`src/rtl/booth_pkg.sv`:
```
// Shared types and widths for the sequential radix-2 Booth multiplier.
package booth_pkg;

   localparam int unsigned OP_W  = 16;
   localparam int unsigned ACC_W = 17;
   localparam int unsigned CNT_W = 5;

   localparam logic [CNT_W-1:0] CNT_INIT = 5'd16;

   typedef enum logic [2:0] {
      StIdle,
      StLoad,
      StEval,
      StShift,
      StDone
   } state_t;

endpackage

```
`src/rtl/booth_addsub.sv`:
```
// 17-bit modulo adder/subtractor used by the Booth evaluate step.
module booth_addsub
   import booth_pkg::*;
(
   input  logic [ACC_W-1:0] a,
   input  logic [ACC_W-1:0] b,
   input  logic             sub,
   output logic [ACC_W-1:0] y
);

   assign y = sub ? (a - b) : (a + b);

endmodule

```
`src/rtl/booth_seq_ctrl.sv`:
```
// Sequential signed 16x16 radix-2 Booth multiplier with a fixed 34-cycle latency.
module booth_seq_ctrl
   import booth_pkg::*;
(
   input  logic              clk,
   input  logic              rst,
   input  logic              start,
   input  logic [OP_W-1:0]   multiplicand,
   input  logic [OP_W-1:0]   multiplier,
   output logic              busy,
   output logic              done,
   output logic [2*OP_W-1:0] product
);

   state_t state_q, state_d;

   logic [OP_W-1:0]   cap_m_q, cap_q_q;
   logic [OP_W-1:0]   m_q, q_q;
   logic [ACC_W-1:0]  acc_q;
   logic              q1_q;
   logic [CNT_W-1:0]  cnt_q;
   logic [2*OP_W-1:0] product_q;

   logic [ACC_W-1:0]  sum;
   logic [ACC_W-1:0]  acc_sh;
   logic [OP_W-1:0]   q_sh;
   logic [CNT_W-1:0]  cnt_dec;

   booth_addsub u_addsub (
      .a   (acc_q),
      .b   ({m_q[OP_W-1], m_q}),
      .sub (q_q[0] & ~q1_q),
      .y   (sum)
   );

   // Arithmetic right shift of the combined {A, Q, Q_1} register.
   assign acc_sh  = {acc_q[ACC_W-1], acc_q[ACC_W-1:1]};
   assign q_sh    = {acc_q[0], q_q[OP_W-1:1]};
   assign cnt_dec = cnt_q - 1'b1;

   always_ff @(posedge clk or negedge rst) begin
      if (!rst) begin
         state_q <= StIdle;
      end else begin
         state_q <= state_d;
      end
   end

   always_comb begin
      state_d = state_q;
      unique case (state_q)
         StIdle:  if (start) state_d = StLoad;
         StLoad:  state_d = StEval;
         StEval:  state_d = StShift;
         StShift: state_d = (cnt_dec == '0) ? StDone : StEval;
         StDone:  state_d = StIdle;
         default: state_d = StIdle;
      endcase
   end

   always_comb begin
      busy = 1'b0;
      done = 1'b0;
      unique case (state_q)
         StLoad, StEval, StShift: busy = 1'b1;
         StDone:                  done = 1'b1;
         default:                 ;
      endcase
   end

   always_ff @(posedge clk or negedge rst) begin
      if (!rst) begin
         cap_m_q   <= '0;
         cap_q_q   <= '0;
         m_q       <= '0;
         q_q       <= '0;
         acc_q     <= '0;
         q1_q      <= 1'b0;
         cnt_q     <= '0;
         product_q <= '0;
      end else begin
         unique case (state_q)
            StIdle: begin
               if (start) begin
                  cap_m_q <= multiplicand;
                  cap_q_q <= multiplier;
               end
            end
            StLoad: begin
               m_q   <= cap_m_q;
               q_q   <= cap_q_q;
               acc_q <= '0;
               q1_q  <= 1'b0;
               cnt_q <= CNT_INIT;
            end
            StEval: begin
               if (q_q[0] ^ q1_q) acc_q <= sum;
            end
            StShift: begin
               acc_q <= acc_sh;
               q_q   <= q_sh;
               q1_q  <= q_q[0];
               cnt_q <= cnt_dec;
               // Result is taken from the post-shift values on the edge entering DONE.
               if (cnt_dec == '0) product_q <= {acc_sh[OP_W-1:0], q_sh};
            end
            default: ;
         endcase
      end
   end

   assign product = product_q;

endmodule

```
`config.mk`:
```
export PLATFORM = sky130hd
export DESIGN_NAME = booth_seq_ctrl
export DESIGN_NICKNAME = d
export VERILOG_FILES = /design/src/rtl/booth_pkg.sv /design/src/rtl/booth_addsub.sv /design/src/rtl/booth_seq_ctrl.sv
export SDC_FILE = /design/constraint.sdc
export NUM_CORES = 1
export LEC_CHECK = 0
export CORE_AREA = 2 2 146 148
export CTS_CLUSTER_SIZE = 28
export DETAILED_ROUTE_END_ITERATION = 10
export DIE_AREA = 0 0 148 150
export SYNTH_ARGS = -nofsm -noshare
export SYNTH_HDL_FRONTEND = slang
export SYNTH_SLANG_ARGS = --single-unit
```
`constraint.sdc`:
```
create_clock -name clk -period 3.2 [get_ports clk]
set_clock_uncertainty 0.2 [all_clocks]
set_input_delay 0.64 -clock clk [delete_from_list [all_inputs] [get_ports clk]]
set_output_delay 0.64 -clock clk [all_outputs]
set_load 0.03 [all_outputs]
```
# Yosys cells after proc, flatten, opt, wreduce, memory -nomap -nowiden
# Cells that the tools add are included.
# Widths: inputs -> output; s select.
dict set report classes {
  n_addsub 3
  n_eq_ne 6
  n_mux 11
  n_bitwise 4
  n_reduce_logical 10
}
# op n
set op_table {}
lappend op_table {{$pmux 17 s3} 1}
lappend op_table {{$mux 17} 2}
lappend op_table {{$pmux 16 s2} 1}
lappend op_table {{$add 17x17->17} 1}
lappend op_table {{$sub 17x17->17} 1}
lappend op_table {{$pmux 3 s4} 1}
lappend op_table {{$pmux 5 s2} 1}
lappend op_table {{$eq 3x2->1 const B} 2}
lappend op_table {{$mux 3} 2}
lappend op_table {{$reduce_and 2->1} 3}
lappend op_table {{$logic_not 5->1} 1}
lappend op_table {{$sub 5x1->5 const B} 1}
lappend op_table {{$ne 2x2->1 const B} 2}
lappend op_table {{$reduce_bool 2->1} 2}
lappend op_table {{$eq 3x1->1 const B} 1}
lappend op_table {{$eq 3x3->1 const B} 1}
lappend op_table {{$logic_not 3->1} 1}
lappend op_table {{$reduce_and 3->1} 1}
lappend op_table {{$reduce_bool 3->1} 1}
lappend op_table {{$reduce_or 3->1} 1}
lappend op_table {{$mux 1} 2}
lappend op_table {{$not 1->1} 2}
lappend op_table {{$pmux 1 s2} 1}
lappend op_table {{$and 1x1->1} 1}
lappend op_table {{$xor 1x1->1} 1}
dict set report totals {
  regBits 122
  out_inout_bits 34
  word_cells 44
}

# Longest topological paths before layout
# Gate-level depths: netlist of run 1.
dict set report depth {
  depth_word 5
  depth_mapped 14
}

# Modules after synthesis
# A second synthesis of run 1 with hierarchy kept.
dict set report hier_totals {
  cells_unflattened 529
  area_unflattened_um2 6247.2
}
# module instances cells_per_inst area_per_inst_um2 seq_area_each_um2
set modules_own_cells {}
lappend modules_own_cells {booth_seq_ctrl 1 372 5118.7 3052.9}
lappend modules_own_cells {booth_addsub 1 157 1128.6 0.0}

# Worst setup path after synthesis of run 1
# No wires, ideal clock.
dict set report synth_path {
  path_type {register to register}
  start {register m_q[0]}
  end {register acc_q[16]}
  setup_time_ps 130
  arrival_ps 2872
  setup_slack_ps -2
  stages_incl_launch_ff 15
  n_path_buf 0
  path_cell_list {dfrtp_1 > inv_1 > ha_1 > or4b_4 > nor3b_4 > a21oi_1 > xnor2_1 > ha_1 > a21o_1 > a21o_1 > a221oi_1 > a31oi_1 > xnor2_1 > o221ai_1 > o31ai_1}
}
dict set report synth_between {
  elab_chain_len 4
  word_cells_on_any_way 5
  classes_between {add/sub (2); mux (3)}
}
# item line_no
set synth_rtl {}
lappend synth_rtl {{start, declared} booth_seq_ctrl.sv:18} ;# logic [OP_W-1:0] m_q, q_q;
lappend synth_rtl {{start signal, assigned} booth_seq_ctrl.sv:90} ;# m_q <= cap_m_q;
lappend synth_rtl {{$add 17x17->17 or $sub 17x17->17 (tied branches)} booth_addsub.sv:11} ;# assign y = sub ? (a - b) : (a + b);
lappend synth_rtl {{$mux 17 *} booth_addsub.sv:11}
lappend synth_rtl {{$mux 17 *} booth_seq_ctrl.sv:97} ;# if (q_q[0] ^ q1_q) acc_q <= sum;
lappend synth_rtl {{$pmux 17 s3 *} booth_seq_ctrl.sv:82} ;# unique case (state_q)
lappend synth_rtl {{end signal, assigned} booth_seq_ctrl.sv:97}
lappend synth_rtl {{end signal, assigned} booth_seq_ctrl.sv:100} ;# acc_q <= acc_sh;
lappend synth_rtl {{end, declared} booth_seq_ctrl.sv:19} ;# logic [ACC_W-1:0] acc_q;
# Every way passes the cells marked *; elsewhere a longest branch is shown, timed or not. The select of a mux whose other input is x is not followed.
# A chain may end at the register's enable or synchronous reset.

# Worst setup path in the final report of run 1
dict set report layout_path {
  start {register m_q[1]}
  end {register acc_q[16]}
}
# The elaborated chain is that of the path after synthesis.

==> run metrics, run 1 <==
final setup violation count=8; max incr delay on CP=around 480 ps; flop2flop setup slack=-240 ps; RR Startpoint=m_q[1]$_DFFE_PN0P_; Layout area overhead=35.7%; Initial Utilization=0.294; Tcrit/Tclk final=1.07; cell family with most CP delay=compound AO/OA/AOI/OAI gates; fraction of layout cells with a size suffix above 1=0.316; max cap viols=0; Clock Latency Late Sink=roughly 410 ps; CTS tree=built; chip width=148 um; final setup margin=-237 ps; vias in the first global route=roughly 4800; Starting DRT DRC Count=slightly above 200; actual slew at the worst max-slew pin=around 1200 ps; largest net degree at the start of global routing=56; final wirelength=about 15 mm; Req. time, crit path=around 3300 ps; FP Rows=between 50 and 60; Synth Warn #=0; Crit Path Max Fanout=4; Non-Filler Instances=around 950; clk buf depth=2; routability cong.=between 0.8 and 0.9; Max Slew Vio Count=0; Final ANT Viol Nets=0; critical path launch point=m_q[1]$_DFFE_PN0P_; Reg clk slew, reported paths=60 ps; startpoint class of the critical path=flop; first-pass GRT wire length=between 20 and 25 mm; post-layout min period=about 3400 ps; drt pass-1 iters=4; initial antenna violation count=0; Setup crit end kind=flop; ys async rst share=1.00; Syn Nets=between 500 and 600; WS Path Type=flop to flop; gr ovfl total=0; dpl ws=-200 ps; Post-Synthesis Cells=532; Clock Tree Root=clkbuf_16; total CTS buffers=17; final hold slack=6.99 ps; DIE AREA=around 22000 um2; Post-synth EDFFs=0; CTS Sinks=approximately 120; DRC viols=0; Placed Instances=898; CP max stage cell=or4b_4; post-DP HPWL=~10 mm; Worst Hold Class=input port to async pin; flops & latches, synth=122; number of port buffers=68; Reg2Reg Depth=14; Vias=between 4000 and 5000; Yosys cell types=a little under 60; f_max=around 290 MHz; RSZ-0062 raised after global routing=true; top_reg_cell synth=dfrtp_1; wire length per cell=approximately 15 um; Synth Cell Area=roughly 6100 um2; CP bufs+invs=2; crit-path most repeated cell=a21o_1; Chip Height=about 150 um; Antenna diodes=0; outcome=finished, violations left; GRT Total Usage=0.136; sequential fraction of the synthesis area=0.503; worst endpoint data arrival time=between 3000 and 4000 ps; fin nets=a little over 700; crit-path cells=inv_2 > ha_4 > or4b_4 > nor3b_4 > a21oi_2 > xnor2_1 > ha_2 > a21o_1 > a21o_1 > a221oi_2 > a31oi_2 > xnor2_2 > buf_4 > o31ai_2; worst r2r dst=acc_q[16]$_DFFE_PN0P_; final hold vios=0; failing checks=setup timing; Core Area=approximately 21000 um2; vias per cell=4.79; syn avg cell area=11.4 um2; Clock H-tree levels=4; # IOs=69; slew margin rel.=0.173
-- state kept, by name, summed over array words and instances (netlist names) --
name	cells
cnt_q	5
q1_q	1
cap_m_q	16
m_q	16
product	32
q_q	16
cap_q_q	16
acc_q	17
state_q	3
-- cell families after synthesis --
| family | Yosys count | share of synthesized area |
|---|---|---|
| flip-flops | 122 | 0.503 |
| buffers and inverters | 36 | 0.0272 |
| AO/OA/AOI/OAI | 113 | 0.117 |
| adder cells (fa/ha/maj) | 21 | 0.0445 |
| AND/OR/NAND/NOR | 118 | 0.0970 |
| multiplexers | 95 | 0.173 |
| XOR/XNOR | 27 | 0.0389 |
-- area by class of cell --
type / instances / area (um2)
well taps: 275 / 344
fillers: 1974 / 12400
clock buffers: 18 / 439
inverters: 13 / 48.8
repair buffers: 129 / 1160
multi-input cells: 374 / 3040
clock inverters: 14 / 156
flip-flops and latches: 122 / 3050
-- metrics by stage --
step	cell area, um2	setup TNS, ps	util
global placement	7360	-97.4	0.356
CTS	8110	-458	0.392
global route	8240	-2340	0.398
detailed placement	7360	-442	0.356
finish	8240	-1070	0.398
floorplan	6070	0	-
-- metal layers --
layer  global-route usage  part of all wire  up-vias
met1                0.167              0.44     2260
li1                     -                 -     2162
met4               0.0500             0.016        0
met3               0.0323             0.038       15
met2                0.232              0.51       91
met5                    0                 0        -
-- worst register-to-register path, delay by kind of cell (launching register included) --
family | cells | cell delay (ps)
XOR/XNOR | 2 | 330
adder cells (fa/ha/maj) | 2 | 310
flip-flops | 1 | 390
buffers and inverters | 2 | 230
AND/OR/NAND/NOR | 2 | 760
AO/OA/AOI/OAI | 6 | 1110
-- cell usage in the layout, fill, tap and decap left out, types with 3 or more instances in the layout --
cell and count:
nor2b_1 5, nand3_1 7, a221oi_2 3, clkinvlp_4 4
clkbuf_16 17, nor2_1 27, nand2_1 43, and2_1 4
a21o_1 6, ha_1 16, a211oi_1 4, nand2_2 3
inv_6 6, mux2i_1 17, a22oi_1 7, a21oi_1 18
dfrtp_1 122, buf_4 60, xnor2_1 19, mux2_1 4
a21oi_2 8, o21ai_0 36, nand2b_1 7, mux2_2 74
nor3_1 6, clkdlybuf4s50_1 66, o21ai_2 3, inv_1 11
xor2_1 7, o31ai_1 3, ha_2 3
-- how the worst max path moves through the flow --
stage / endpoint / slack [ps] / cells after the start
after floorplan: acc_q[16]$_DFFE_PN0P_ / 20 / 14
after global placement: acc_q[16]$_DFFE_PN0P_ / -60 / 14
after detailed placement: acc_q[16]$_DFFE_PN0P_ / -200 / 14
after CTS: acc_q[16]$_DFFE_PN0P_ / -310 / 13
after global routing: acc_q[16]$_DFFE_PN0P_ / -390 / 14
final: acc_q[16]$_DFFE_PN0P_ / -240 / 14
-- synth_stat cells, drive strengths merged, types with 2 or more instances --
library cell | count | area share
nor4 | 3 | 0.0056
o31ai | 4 | 0.0049
nor3b | 2 | 0.0043
mux2 | 78 | 0.14
o211ai | 2 | 0.0025
nor2b | 5 | 0.0051
nand3b | 2 | 0.0025
nand3 | 7 | 0.0058
a22oi | 7 | 0.0087
xor2 | 7 | 0.010
a31oi | 3 | 0.0031
dfrtp | 122 | 0.50
inv | 13 | 0.0080
nor2 | 30 | 0.019
a211oi | 4 | 0.0049
a21o | 6 | 0.0074
mux2i | 17 | 0.028
nand2 | 46 | 0.029
ha | 20 | 0.041
o21ai | 41 | 0.034
a32oi | 2 | 0.0029
clkbuf | 13 | 0.0080
xnor2 | 20 | 0.029
nand2b | 7 | 0.0072
a211o | 2 | 0.0029
a21oi | 26 | 0.022
nor4b | 2 | 0.0039
and2 | 4 | 0.0041
a221oi | 3 | 0.0043
nor3 | 6 | 0.0049
buf | 10 | 0.011
-- repair_timing --
action	in CTS	in global routing
pin swaps	18	22
hold endpoints to repair	0	0
buffers inserted	12	3
hold buffers	0	0
endpoints found under the setup margin	5	8
gates resized for setup	16	27
Power of run 1 is left out: the tool's default activity adds up to more than one toggle a clock period on the data nets, which glitch-free logic cannot reach.
==> inputs of run 2 (changes only) <==
--- a/config.mk
+++ b/config.mk
@@ -5,10 +5,11 @@
 export SDC_FILE = /design/constraint.sdc
 export NUM_CORES = 1
 export LEC_CHECK = 0
-export CORE_AREA = 2 2 146 148
+export CORE_AREA = 2 2 113 115
 export CTS_CLUSTER_SIZE = 28
 export DETAILED_ROUTE_END_ITERATION = 10
-export DIE_AREA = 0 0 148 150
+export DIE_AREA = 0 0 115 117
+export PLACE_DENSITY = 0.75
 export SYNTH_ARGS = -nofsm -noshare
 export SYNTH_HDL_FRONTEND = slang
 export SYNTH_SLANG_ARGS = --single-unit
==> run metrics, run 2 (synthesis gave the netlist of run 1 again) <==
outcome=finished, violations left; failing checks=setup timing; Clock Tree Root=clkbuf_16; Clock H-tree levels=4; max reg flops=32; CTS tree=built; Non-Filler Instances=around 810; total CTS buffers=17; Vias=about 4500; Multi-input gate area=between 3000 and 4000 um2; most frequent cells in the layout=122 x dfrtp_1, 74 x mux2_2, 66 x clkdlybuf4s50_1, 47 x buf_4, 42 x nand2_1; Initial Utilization=0.493; Core Area=~12000 um2; slew margin rel.=0.178; routability cong.=roughly 0.9; final setup violation count=5; initial antenna violation count=0; Clock Latency Late Sink=approximately 420 ps; Setup crit end kind=flop; post-DP HPWL=9.39 mm; clk buf depth=2; layout filler cell count=961; Antenna diodes=0; chip width=115 um; largest net degree at the start of global routing=51; final hold vios=0; Crit Path Max Fanout=4; Starting DRT DRC Count=about 250; vias per cell=5.62; vias in the first global route=approximately 4600; drt pass-1 iters=4; post-layout min period=about 3400 ps; fraction of layout cells with a size suffix above 1=0.294; RSZ-0062 raised after global routing=true; Layout area overhead=31.4%; DRC viols=0; final wirelength=between 10 and 15 mm; max cap viols=0; Worst Hold Class=input port to async pin; gr ovfl total=0; Chip Height=~120 um; wire length per cell=~17 um; Tcrit/Tclk final=1.05; number of port buffers=between 60 and 70; FF+latch area=~3100 um2; first-pass GRT wire length=~22 mm; startpoint class of the critical path=flop; WS Path Type=flop to flop; Max Slew Vio Count=0; FP Rows=just over 40; # IOs=between 60 and 70; final setup margin=-152 ps; Reg clk slew, reported paths=approximately 50 ps; f_max=between 200 and 300 MHz; DIE AREA=13500 um2; GRT Total Usage=0.217; worst endpoint data arrival time=3470 ps; actual slew at the worst max-slew pin=1230 ps; fin nets=700; Placed Instances=roughly 770; commonest non-fill, non-tap cell in the layout=dfrtp_1; Final ANT Viol Nets=0; CTS Sinks=122; Req. time, crit path=approximately 3300 ps
==> run 2: final cells by class <==
class                           instances  area share
Inverter                               13     0.00611
Timing Repair Buffer                  116       0.133
Clock inverter                          9      0.0141
Tap cell                              150      0.0235
Sequential cell                       122       0.383
Clock buffer                           23      0.0611
Multi-Input combinational cell        374       0.379
==> run 2: per-stage QoR <==
| stage | setup slack (ps) | utilization | cell area [um2] | TNS (ps) | hold WS, ps |
|---|---|---|---|---|---|
| after floorplan | 17.3 | - | 6070 | 0 | 144 |
| after global placement | -31.1 | 0.581 | 7150 | -32.9 | 268 |
| after detailed placement | -109 | 0.581 | 7150 | -366 | 272 |
| after CTS | -103 | 0.633 | 7790 | -312 | 62.8 |
| after global routing | -347 | 0.648 | 7980 | -1590 | 84.7 |
| final | -152 | 0.648 | 7980 | -505 | 38.2 |
==> run 2: repair_timing <==
item | CTS | global route
hold buffers | 0 | 0
endpoints found under the setup margin | 5 | 9
setup buffers | 2 | 7
pin swaps | 2 | 28
hold endpoints to repair | 0 | 0
gates resized for setup | 9 | 30
==> run 2: worst max-delay path, cell delays in order (launching register included) <==
cell	delay, ps
dfrtp_1	380
inv_2	90
ha_4	130
or4b_4	490
nor3b_4	280
a31oi_1	130
xnor2_1	250
ha_1	300
a21o_1	220
a221oi_2	260
a31oi_1	80
xnor2_1	220
o221ai_1	130
o31ai_1	90
==> run 2: final timing paths <==
| check | from | endpoint | slack [ps] | depth (start not counted) |
|---|---|---|---|---|
| max reg2reg | m_q[0]$_DFFE_PN0P_ | acc_q[16]$_DFFE_PN0P_ | -150 | 13 |
| min | rst | cnt_q[2]$_DFFE_PN0P_ | 40 | 1 |
| max in group asynchronous | rst | q_q[11]$_DFFE_PN0P_ | 1970 | 2 |
| max | m_q[0]$_DFFE_PN0P_ | acc_q[16]$_DFFE_PN0P_ | -150 | 13 |
| min reg2reg | cap_m_q[0]$_DFFE_PN0P_ | m_q[0]$_DFFE_PN0P_ | 280 | 2 |
| min in group clk | cap_m_q[0]$_DFFE_PN0P_ | m_q[0]$_DFFE_PN0P_ | 280 | 2 |
==> run 2: layer usage <==
layer  up-vias  wire (um)  global-route usage  part of all wire
li1       2137          -                   -                 -
met1      2241       5710               0.270              0.41
met2       124       7090               0.365              0.51
met3        33        691              0.0541             0.050
met4         0        324              0.0908             0.023
met5         -          0                   0                 0
Power of run 2 is left out for the same reason.
